File: src/rtl/block_code_pkg.sv
// Shared definitions for the (20,A) block-code receive front end.
// Contents: default sizing constants, the sequencer state type, the soft
// symbol type and the 32-entry codeword permutation table (1-based entries).
package block_code_pkg;

    localparam int DATA_WIDTH_DEF = 4;
    localparam int N_RX_DEF       = 20;
    localparam int N_EXT_DEF      = 32;
    localparam int MAX_A_DEF      = 13;

    typedef enum logic [1:0] {
        S_IDLE      = 2'd0,
        S_COLLECT   = 2'd1,
        S_STREAM    = 2'd2,
        S_WAIT_DONE = 2'd3
    } ctrl_state_t;

    typedef logic [DATA_WIDTH_DEF-1:0] sym_t;

    // Entry k names the 1-based extended-codeword position sent on beat k.
    // Positions above N_RX_DEF are zero-filled extension entries.
    localparam logic [7:0] PERM_A20 [0:N_EXT_DEF-1] = '{
        8'd1,  8'd14, 8'd27, 8'd8,  8'd21, 8'd2,  8'd15, 8'd28,
        8'd9,  8'd22, 8'd3,  8'd16, 8'd29, 8'd10, 8'd23, 8'd4,
        8'd17, 8'd30, 8'd11, 8'd24, 8'd5,  8'd18, 8'd31, 8'd12,
        8'd25, 8'd6,  8'd19, 8'd32, 8'd13, 8'd26, 8'd7,  8'd20
    };

endpackage

File: src/rtl/block_code_frame_ctrl_if.sv
// Output stream of the frame sequencer towards the decoder.
// Signals: out_symbol (permuted symbol), out_valid, out_last (final beat),
// out_ready (decoder accepts). master = sequencer, slave = decoder.
interface block_code_frame_ctrl_if #(
    parameter int DATA_WIDTH = block_code_pkg::DATA_WIDTH_DEF
);
    logic [DATA_WIDTH-1:0] out_symbol;
    logic                  out_valid;
    logic                  out_last;
    logic                  out_ready;

    modport master (output out_symbol, output out_valid, output out_last, input out_ready);
    modport slave  (input out_symbol, input out_valid, input out_last, output out_ready);
endinterface

File: src/rtl/block_code_perm_rom.sv
// Combinational permutation lookup: beat index rd_idx -> 1-based codeword
// position p, taken from the shared package table.
// Ports: rd_idx (beat index), p (position 1..32).
module block_code_perm_rom
    import block_code_pkg::*;
#(
    parameter int IDX_W = 5
) (
    input  logic [IDX_W-1:0] rd_idx,
    output logic [7:0]       p
);

    // table lookup
    always_comb begin
        p = PERM_A20[rd_idx];
    end

endmodule

File: src/rtl/block_code_frame_ctrl.sv
// Frame sequencer for the (20,A) block-code receiver. Captures a burst of
// N_RX soft symbols, validates length and code_length, then streams the
// zero-extended permuted N_EXT-beat codeword and waits for dec_done.
// Ports: clk, rst (async, active-high); rx_symbols/rx_symbols_valid/
// code_length (input frame); out_if (output stream, master side);
// dec_start/dec_code_length/dec_done (decoder control); busy, frame_err,
// rx_overrun (status pulses).
module block_code_frame_ctrl
    import block_code_pkg::*;
#(
    parameter int DATA_WIDTH = DATA_WIDTH_DEF,
    parameter int N_RX       = N_RX_DEF,
    parameter int N_EXT      = N_EXT_DEF,
    parameter int MAX_A      = MAX_A_DEF
) (
    input  logic                         clk,
    input  logic                         rst,
    input  logic [DATA_WIDTH-1:0]        rx_symbols,
    input  logic                         rx_symbols_valid,
    input  logic [3:0]                   code_length,
    block_code_frame_ctrl_if.master      out_if,
    output logic                         dec_start,
    output logic [3:0]                   dec_code_length,
    input  logic                         dec_done,
    output logic                         busy,
    output logic                         frame_err,
    output logic                         rx_overrun
);

    localparam int WR_W  = $clog2(N_RX + 2);
    localparam int RD_W  = $clog2(N_EXT);
    localparam int BUF_W = $clog2(N_RX);
    localparam logic [WR_W-1:0] WR_FULL = WR_W'(N_RX);
    localparam logic [WR_W-1:0] WR_SAT  = WR_W'(N_RX + 1);
    localparam logic [RD_W-1:0] RD_LAST = RD_W'(N_EXT - 1);

    ctrl_state_t            state_r, state_nx;
    logic [DATA_WIDTH-1:0]  sym_buf_r [N_RX];
    logic [WR_W-1:0]        wr_cnt_r;
    logic [RD_W-1:0]        rd_idx_r;
    logic                   ovf_r;
    logic                   rx_valid_d_r;
    logic [3:0]             a_r;
    logic [DATA_WIDTH-1:0]  out_symbol_r;
    logic                   out_valid_r, out_last_r;
    logic                   dec_start_r, busy_r, frame_err_r, rx_overrun_r;

    logic                   frame_end_s, frame_bad_s, load_s, last_acc_s;
    logic                   buf_we_s;
    logic [BUF_W-1:0]       buf_wa_s, buf_idx_s;
    logic [7:0]             p_s;
    logic [DATA_WIDTH-1:0]  beat_sym_s;

    block_code_perm_rom #(.IDX_W(RD_W)) u_rom (
        .rd_idx (rd_idx_r),
        .p      (p_s)
    );

    // frame-end detect, validity of the captured frame, output load enable
    always_comb begin
        frame_end_s = rx_valid_d_r && !rx_symbols_valid;
        frame_bad_s = (wr_cnt_r != WR_FULL) || ovf_r || (a_r == 4'd0) || (a_r > 4'(MAX_A));
        load_s      = !out_valid_r || out_if.out_ready;
        last_acc_s  = out_valid_r && out_last_r && out_if.out_ready;
    end

    // extension positions (p > N_RX) and a defensive p = 0 read as zero
    always_comb begin
        buf_idx_s  = BUF_W'(p_s - 8'd1);
        beat_sym_s = {DATA_WIDTH{1'b0}};
        if ((p_s >= 8'd1) && (p_s <= 8'(N_RX))) begin
            beat_sym_s = sym_buf_r[buf_idx_s];
        end else begin
            beat_sym_s = {DATA_WIDTH{1'b0}};
        end
    end

    // capture-buffer write strobe and address
    always_comb begin
        buf_we_s = 1'b0;
        buf_wa_s = {BUF_W{1'b0}};
        if ((state_r == S_IDLE) && rx_symbols_valid) begin
            buf_we_s = 1'b1;
        end else if ((state_r == S_COLLECT) && rx_symbols_valid && (wr_cnt_r < WR_FULL)) begin
            buf_we_s = 1'b1;
            buf_wa_s = BUF_W'(wr_cnt_r);
        end else begin
            buf_we_s = 1'b0;
        end
    end

    // next-state logic
    always_comb begin
        state_nx = state_r;
        case (state_r)
            S_IDLE: begin
                if (rx_symbols_valid) state_nx = S_COLLECT;
                else                  state_nx = S_IDLE;
            end
            S_COLLECT: begin
                if (frame_end_s) state_nx = frame_bad_s ? S_IDLE : S_STREAM;
                else             state_nx = S_COLLECT;
            end
            S_STREAM: begin
                if (last_acc_s) state_nx = S_WAIT_DONE;
                else            state_nx = S_STREAM;
            end
            S_WAIT_DONE: begin
                if (dec_done) state_nx = S_IDLE;
                else          state_nx = S_WAIT_DONE;
            end
            default: state_nx = S_IDLE;
        endcase
    end

    // state register
    always_ff @(posedge clk or posedge rst) begin
        if (rst) state_r <= S_IDLE;
        else     state_r <= state_nx;
    end

    // capture buffer; contents are deliberately left untouched by reset
    always_ff @(posedge clk) begin
        if (buf_we_s) sym_buf_r[buf_wa_s] <= rx_symbols;
    end

    // counters, flags and registered outputs
    always_ff @(posedge clk or posedge rst) begin
        if (rst) begin
            wr_cnt_r     <= {WR_W{1'b0}};
            rd_idx_r     <= {RD_W{1'b0}};
            ovf_r        <= 1'b0;
            rx_valid_d_r <= 1'b0;
            a_r          <= 4'd0;
            out_symbol_r <= {DATA_WIDTH{1'b0}};
            out_valid_r  <= 1'b0;
            out_last_r   <= 1'b0;
            dec_start_r  <= 1'b0;
            busy_r       <= 1'b0;
            frame_err_r  <= 1'b0;
            rx_overrun_r <= 1'b0;
        end else begin
            rx_valid_d_r <= rx_symbols_valid;
            busy_r       <= (state_nx != S_IDLE);
            dec_start_r  <= 1'b0;
            frame_err_r  <= 1'b0;
            rx_overrun_r <= 1'b0;
            case (state_r)
                S_IDLE: begin
                    if (rx_symbols_valid) begin
                        wr_cnt_r <= WR_W'(1);
                        ovf_r    <= 1'b0;
                        a_r      <= code_length;
                    end
                end
                S_COLLECT: begin
                    if (rx_symbols_valid) begin
                        if (wr_cnt_r >= WR_FULL) ovf_r <= 1'b1;
                        if (wr_cnt_r != WR_SAT)  wr_cnt_r <= wr_cnt_r + WR_W'(1);
                    end else if (frame_end_s) begin
                        if (frame_bad_s) begin
                            frame_err_r <= 1'b1;
                        end else begin
                            dec_start_r <= 1'b1;
                            rd_idx_r    <= {RD_W{1'b0}};
                        end
                    end
                end
                S_STREAM: begin
                    rx_overrun_r <= rx_symbols_valid;
                    if (load_s) begin
                        if (out_valid_r && out_last_r) begin
                            // final beat just accepted
                            out_valid_r <= 1'b0;
                            out_last_r  <= 1'b0;
                        end else begin
                            out_symbol_r <= beat_sym_s;
                            out_valid_r  <= 1'b1;
                            out_last_r   <= (rd_idx_r == RD_LAST);
                            if (rd_idx_r != RD_LAST) rd_idx_r <= rd_idx_r + RD_W'(1);
                        end
                    end
                end
                S_WAIT_DONE: begin
                    rx_overrun_r <= rx_symbols_valid;
                end
                default: begin
                    out_valid_r <= 1'b0;
                end
            endcase
        end
    end

    assign out_if.out_symbol = out_symbol_r;
    assign out_if.out_valid  = out_valid_r;
    assign out_if.out_last   = out_last_r;
    assign dec_start         = dec_start_r;
    assign dec_code_length   = a_r;
    assign busy              = busy_r;
    assign frame_err         = frame_err_r;
    assign rx_overrun        = rx_overrun_r;

endmodule

File: src/flat_wrapper.sv
// flat-port wrapper written by rule: the top's interface ports become plain ports
module block_code_frame_ctrl_flat import block_code_pkg::*;
#(
    parameter int DATA_WIDTH = DATA_WIDTH_DEF,
    parameter int N_RX       = N_RX_DEF,
    parameter int N_EXT      = N_EXT_DEF,
    parameter int MAX_A      = MAX_A_DEF
)
  (clk, rst, rx_symbols, rx_symbols_valid, code_length, dec_start, dec_code_length, dec_done, busy, frame_err, rx_overrun, out_if_out_symbol, out_if_out_valid, out_if_out_last, out_if_out_ready);
  block_code_frame_ctrl_if #(.DATA_WIDTH(DATA_WIDTH)) out_if_i ();
  input  logic clk;
  input  logic rst;
  input  logic [DATA_WIDTH-1:0] rx_symbols;
  input  logic rx_symbols_valid;
  input  logic [3:0] code_length;
  output logic dec_start;
  output logic [3:0] dec_code_length;
  input  logic dec_done;
  output logic busy;
  output logic frame_err;
  output logic rx_overrun;
  output wire logic [$bits(out_if_i.out_symbol)-1:0] out_if_out_symbol;
  output wire logic [$bits(out_if_i.out_valid)-1:0] out_if_out_valid;
  output wire logic [$bits(out_if_i.out_last)-1:0] out_if_out_last;
  input wire logic [$bits(out_if_i.out_ready)-1:0] out_if_out_ready;
  assign out_if_out_symbol = out_if_i.out_symbol;
  assign out_if_out_valid = out_if_i.out_valid;
  assign out_if_out_last = out_if_i.out_last;
  assign out_if_i.out_ready = out_if_out_ready;
  block_code_frame_ctrl #(.DATA_WIDTH(DATA_WIDTH), .N_RX(N_RX), .N_EXT(N_EXT), .MAX_A(MAX_A)) u_core (.clk(clk), .rst(rst), .rx_symbols(rx_symbols), .rx_symbols_valid(rx_symbols_valid), .code_length(code_length), .out_if(out_if_i), .dec_start(dec_start), .dec_code_length(dec_code_length), .dec_done(dec_done), .busy(busy), .frame_err(frame_err), .rx_overrun(rx_overrun));
endmodule
File: config.mk
export PLATFORM = sky130hd
export DESIGN_NAME = block_code_frame_ctrl_flat
export DESIGN_NICKNAME = d
export VERILOG_FILES = /design/src/rtl/block_code_pkg.sv /design/src/rtl/block_code_frame_ctrl_if.sv /design/src/rtl/block_code_perm_rom.sv /design/src/rtl/block_code_frame_ctrl.sv /design/src/flat_wrapper.sv
export SDC_FILE = /design/constraint.sdc
export NUM_CORES = 1
export LEC_CHECK = 0
export BUFFER_PORTS_ARGS = -buffer_cell sky130_fd_sc_hd__clkbuf_2
export CORE_MARGIN = 3
export CORE_UTILIZATION = 42
export DETAILED_ROUTE_END_ITERATION = 10
export SLEW_MARGIN = 20
export SYNTH_ARGS = -nofsm -noshare
export SYNTH_HDL_FRONTEND = slang
export SYNTH_SLANG_ARGS = --single-unit
File: constraint.sdc
create_clock -name clk -period 7.1 [get_ports clk]
set_clock_uncertainty 0.1 [all_clocks]
set_input_delay 0.71 -clock clk [delete_from_list [all_inputs] [get_ports clk]]
set_output_delay 0.71 -clock clk [all_outputs]
set_load 0.01 [all_outputs]
; ---- After elaboration in Yosys (flattened, before gate mapping)
; Memory sizes are Yosys's and may differ from the RTL's.
; Cells that the tools add are included.
[classes]
n_addsub = 3
magnitude_cmp = 6
eq_ne = 17
muxes = 41
bitwise_logic = 2
n_reduce_logical = 25
[ops]
columns = op, count
row1 = $mux W5, 11
row2 = $mux W1, 20
row3 = $pmux W5 S2, 2
row4 = $mux W8, 2
row5 = $ne A5 B5 Y1 const B, 3
row6 = $ne A2 B2 Y1 const B, 7
row7 = $add A5 B1 Y5 const B, 2
row8 = $ge A8 B1 Y1 const B, 1
row9 = $le A8 B5 Y1 const B, 1
row10 = $pmux W2 S4, 1
row11 = $reduce_and A4 Y1, 2
row12 = $logic_and A1 B1 Y1, 7
row13 = $reduce_and A7 Y1, 1
row14 = $ge A6 B6 Y1 const B, 1
row15 = $mux W2, 3
row16 = $ne A2 B1 Y1 const B, 3
row17 = $not A5 Y6, 1
row18 = $reduce_bool A2 Y1, 3
row19 = $eq A5 B5 Y1 const B, 1
row20 = $ge A5 B5 Y1 const B, 1
row21 = $lt A5 B5 Y1 const B, 1
row22 = $sub A5 B1 Y5 const B, 1
row23 = $eq A2 B2 Y1 const B, 2
row24 = $gt A4 B4 Y1 const B, 1
row25 = other kinds (11), 16
[word_totals]
regBits = 28
ramBits = 80
rom_bits = 256
inputBits = 13
output_inout_bits = 14
word_cells = 109
mem_count = 2
[mem_list]
columns = memory, depth, word_bits, read_ports, rd_ports_with_merged_regs, write_ports, line_no
row1 = (no name shown), 32, 8, 1, 0, 0, block_code_perm_rom.sv:15  ; p = PERM_A20[rd_idx];
row2 = u_core.sym_buf_r, 20, 4, 1, 0, 1, block_code_frame_ctrl.sv:38  ; logic [DATA_WIDTH-1:0] sym_buf_r [N_RX];

; ---- Depth between registers and ports, before layout
[logic_depth]
word_depth = 8
depth_mapped = 12
depth_no_buf = 11

; ---- Modules after synthesis
; A second synthesis with hierarchy kept.
[hier_totals]
cells_unflattened = 341
area_unflattened_um2 = 5023.6
[modules_own_cells]
columns = module, instances, cells_per_inst, area_per_inst_um2, seq_area_each_um2
row1 = block_code_frame_ctrl, 1, 302, 4703.3, 3103.0
row2 = block_code_perm_rom, 1, 39, 320.3, 0.0

; ---- Worst setup path after synthesis
; OpenSTA, ideal clock, no wires.
[synth_timing]
path_kind = flip-flop to flip-flop
from = register u_core.rd_idx_r[0]
to = register u_core.out_symbol_r[3], in the netlist u_core.out_if.out_symbol[3]
setup_time_ns = 0.121
arrival_time_ns = 3.226
required_time_ns = 6.879
path_slack_ns = 3.653
stages_incl_launch_ff = 13
n_path_buf = 3
synth_period_minus_slack_ns = 3.447
cell_sequence = dfrtp_1 inv_1 ha_1 nor2_1 o21ai_4 buf_4 ha_1 clkbuf_1 clkbuf_1 mux4_2 a211oi_1 o21ai_0 a22o_1
[synth_between]
elab_chain_cells = 7
[synth_lines]
columns = element, line_no
row1 = from (decl), block_code_frame_ctrl.sv:40  ; logic [RD_W-1:0] rd_idx_r;
row2 = from (signal assigned), block_code_frame_ctrl.sv:131  ; rd_idx_r <= {RD_W{1'b0}};
row3 = from (signal assigned), block_code_frame_ctrl.sv:165  ; rd_idx_r <= {RD_W{1'b0}};
row4 = from (signal assigned), block_code_frame_ctrl.sv:180  ; if (rd_idx_r != RD_LAST) rd_idx_r <= rd_idx_r + RD_W'(1);
row5 = $not A5 Y6 (implied by the code) (*), block_code_perm_rom.sv:15
row6 = $mem_v2 Z32 W8 (*), -
row7 = $mux W8 (implied by the code) (*) (2 in series), block_code_perm_rom.sv:15
row8 = "$sub A5 B1 Y5, or another cell as far along", block_code_frame_ctrl.sv:69  ; buf_idx_s = BUF_W'(p_s - 8'd1);
row9 = $mem_v2 Z20 W4 or $logic_and A1 B1 Y1 (tied branches), -
row10 = $mux W4 (*), block_code_frame_ctrl.sv:71  ; if ((p_s >= 8'd1) && (p_s <= 8'(N_RX))) begin
row11 = to (signal assigned), block_code_frame_ctrl.sv:135  ; out_symbol_r <= {DATA_WIDTH{1'b0}};
row12 = to (signal assigned), block_code_frame_ctrl.sv:177  ; out_symbol_r <= beat_sym_s;
row13 = to (decl), block_code_frame_ctrl.sv:44  ; logic [DATA_WIDTH-1:0] out_symbol_r;
; Mark *: on every way between the ends. The rest lies on a longest branch, timed or not. The select of a mux whose other input is x is not followed.
; A chain may end at the register's enable or synchronous reset.

; ---- Worst setup path after layout
[layout_timing]
from = register u_core.rd_idx_r[0]
to = register u_core.out_symbol_r[1], in the netlist u_core.out_if.out_symbol[1]
; The elaborated chain is that of the path after synthesis.

==> summary by stage <==
Clock tree
The root buffer cell chosen for the clock tree is clkbuf_16. The post-cts gate resize count is 0. The number of clock sinks seen by CTS is 108. The TritonCTS buffer count is 9. The CTS tree is done. The clock transition time at the flip-flop clock pins of the worst setup and hold paths is 70 ps.

The buffer count from post-CTS setup fixing is 0. The clock passes through at most 2 buffers. The later-pin clock latency in the skew report is 340 ps. The H-tree depth is 3. The number of buffers added to fix hold violations after cts is 0.

STA
The transition time at the pin with the least slew margin is 981.0 ps. In this run the tightest slew margin relative to its limit is 34.35%. Setup repair after global routing left no endpoint under its margin. The maximum clock frequency is 240.3 MHz.

The final total negative setup slack is 0 ps. The worst path needs 4161 ps of the cycle, external delays included. Dividing the final minimum period by the clock period gives 58.60%.

The number of failing setup endpoints in the final timing report is 0. The max-slew violation total from the final report is 0. The final-report hold violation count is 0. The worst path setup slack after routing is 2939 ps.

Worst hold path
The path category of the worst min-delay check is input port to async pin.

Synthesis
The number of enable flip-flop cells after synthesis is 80. The largest area contributor in the synthesized netlist is edfxtp_1. The number of distinct library cells after synthesis is 58.

Averaged over all synthesized cells, the footprint is 14.75 µm². The number of nets handed over by synthesis was 362. The most frequent cell after synthesis is edfxtp_1. The post-synthesis async set-or-reset flop share is 25.93%. The post-synthesis instance total is 336.

The fraction of post-synthesis cell area in the top cell type by area is 48.48%. The Yosys step of the flow raised 0 warnings. The commonest cells after synthesis are edfxtp_1, nor2_1, dfrtp_1, nand2_1.

The most used flip-flop cell after synthesis is edfxtp_1. The post-synthesis instance area is 0.004955 mm². In this run, synthesis produced a sequential element count of 108. In the post-synthesis netlist, the biggest area contributors are edfxtp_1, dfrtp_1, mux4_2. The share of synthesized area occupied by flip-flops and latches is 62.63%.

Floorplanning
The placeable core region is 0.01147 mm². The number of top-level pins is 27. The floorplan has 39 rows. The effective utilization at floorplan is 43.21%.

The die outline area is 0.01314 mm². The x dimension of the die is 114.6 µm. The floorplan step set the die height to 114.6 µm.

Setup path
For the worst flop-to-flop path, the logic depth is 9. The startpoint of the most critical register-to-register path is u_core.rd_idx_r[0]. The worst setup path is launched from a register.

The end of the worst register-to-register path is u_core.out_if.out_symbol[1]. The required time at the worst-slack endpoint is 7220 ps. Across all register-to-register paths, the minimum setup slack is 2940 ps. The nature of the critical path endpoint is a register. The arrival time reported for the critical path endpoint is 4280 ps. The critical setup path kind is register to register.

In this run the worst path has a maximum fanout of 25.

Global routing
The via count of the first global-routing pass is 2,800. The total grt overflow is 0. The initial antenna violation count came to 0. The combined global-route utilization of all metal layers is 14.93%. The pin count of the biggest net entering global routing is 29. The wire length of the first global-routing pass is 14,770 µm.

Finish
In the final layout, the share of cells above drive strength 1 is 19.29%. The count of antenna diodes in the layout is 0. The area growth from synthesis to final layout is 11.16%. Counting the fill cells in the layout gives 980. The final layout contains 389 nets.

Route
The detailed-route wire length is 9051 µm. The routed via count divided by cell count is 5.466. Across all layers, the routed design uses 2,793 vias.

The first routing iteration left 221 violations. Dividing the detail-routed wire length by the instance count gives 17.71 µm. The pre-antenna-repair detailed-routing pass consisted of 4 iterations.

The number of remaining DRC errors is 0. The detail route stage leaves a number of antenna-violating nets equal to 0.

Flow run
The number of maximum-capacitance constraint violations is 0.

Outcome
The run finished with clean final reports.

Power and ir drop
The static leakage power is 2.024 nW. The worst voltage drop across the vdd grid is 159.4 µV. Dividing total power by cell area gives a power density of 253.7 mW/mm².

Placed design
The HPWL after detailed placement is 6452 µm. OpenSTA, run right after detailed placement, puts the worst setup slack at 2897 ps. The number of port buffers is 26. The routability-driven placement congestion ratio is 0.7874.
==> worst max path at each step <==
stage,endpoint,start,slack (ps)
final,u_core.out_if.out_symbol[1],u_core.rd_idx_r[0],2940
after global routing,u_core.out_if.out_symbol[1],u_core.rd_idx_r[2],2550
after CTS,u_core.out_if.out_symbol[1],u_core.rd_idx_r[0],2870
after detailed placement,u_core.out_if.out_symbol[1],u_core.rd_idx_r[2],2900
after global placement,u_core.out_if.out_symbol[1],u_core.rd_idx_r[0],2940
after floorplan,u_core.out_if.out_symbol[3],u_core.rd_idx_r[0],3650
==> placed cells by master, fill, tap and decap left out, types with 4 or more instances in the layout <==
cell type,n
xor2_1,5
nor2_1,32
clkbuf_2,26
ha_1,13
mux4_2,13
dfrtp_1,28
nor2b_1,9
nor3_1,4
inv_1,10
mux2i_1,10
a21oi_1,6
o21a_1,4
nand3_1,10
mux2_2,6
edfxtp_1,80
nand2_1,18
nand4_1,5
mux4_1,4
clkbuf_16,9
o21ai_0,9
==> area by class of cell <==
class,count,area (µm²),share of cell area [%]
clock inverter,6,78.83,1.431
inverter,12,45.04,0.8178
clock buffer,10,229.0,4.157
timing repair buffer,26,130.1,2.363
sequential,108,3103,56.34
multi-input combinational,206,1743,31.64
tap,143,178.9,3.249
==> kinds of logic (layout without fill, tap and decap cells) <==
family / Yosys count / in the layout / synth area share (%)
flip-flops: 108 / 108 / 62.63
AND/OR/NAND/NOR: 100 / 100 / 10.20
AO/OA/AOI/OAI: 51 / 51 / 8.208
multiplexers: 33 / 33 / 11.41
buffers and inverters: 22 / 54 / 2.298
adder cells (fa/ha/maj): 13 / 13 / 3.283
XOR/XNOR: 9 / 9 / 1.970
==> stage by stage <==
stage	instances	utilization, %	hold WS [ps]	instance area, µm²	power, W
after global routing	511	48.03	357.0	5508	0.001463
after floorplan	336	-	353.8	4955	0.0008556
after global placement	495	45.30	373.6	5195	0.0009042
final	511	48.03	311.8	5508	0.001397
after CTS	511	47.99	409.2	5503	0.001413
after detailed placement	495	45.30	381.9	5195	0.0009047
==> critical path: stages, from the launching register on <==
cell	delay, ps
dfrtp_1	480
inv_1	180
ha_1	210
nor2_1	90
o21ai_4	780
ha_1	930
mux4_2	590
mux2_2	290
a221oi_1	250
o41ai_1	110
==> power breakdown <==
| part | internal [W] | switching (W) |
|---|---|---|
| clock | 0.000282 | 0.000227 |
| combinational | 0.0000642 | 0.0000937 |
| sequential | 0.000706 | 0.0000252 |
| total | 0.00105 | 0.000346 |
==> per-layer routing <==
metal / vias to the layer above / track usage (%) / share of wire [%]
met1: 1389 / 19.79 / 45
li1: 1350 / - / -
met2: 45 / 24.99 / 51
met5: - / 0 / 0
met3: 9 / 2.378 / 3.3
met4: 0 / 5.226 / 1.5
==> flip-flops by register name, indices dropped and copies added (netlist names), 2 cells and up <==
register	flops
u_core.sym_buf_r	80
u_core.state_r	2
u_core.rd_idx_r	5
u_core.out_if.out_symbol	4
u_core.dec_code_length	4
u_core.wr_cnt_r	5
No activity file was read; power rests on OpenSTA's default activity.
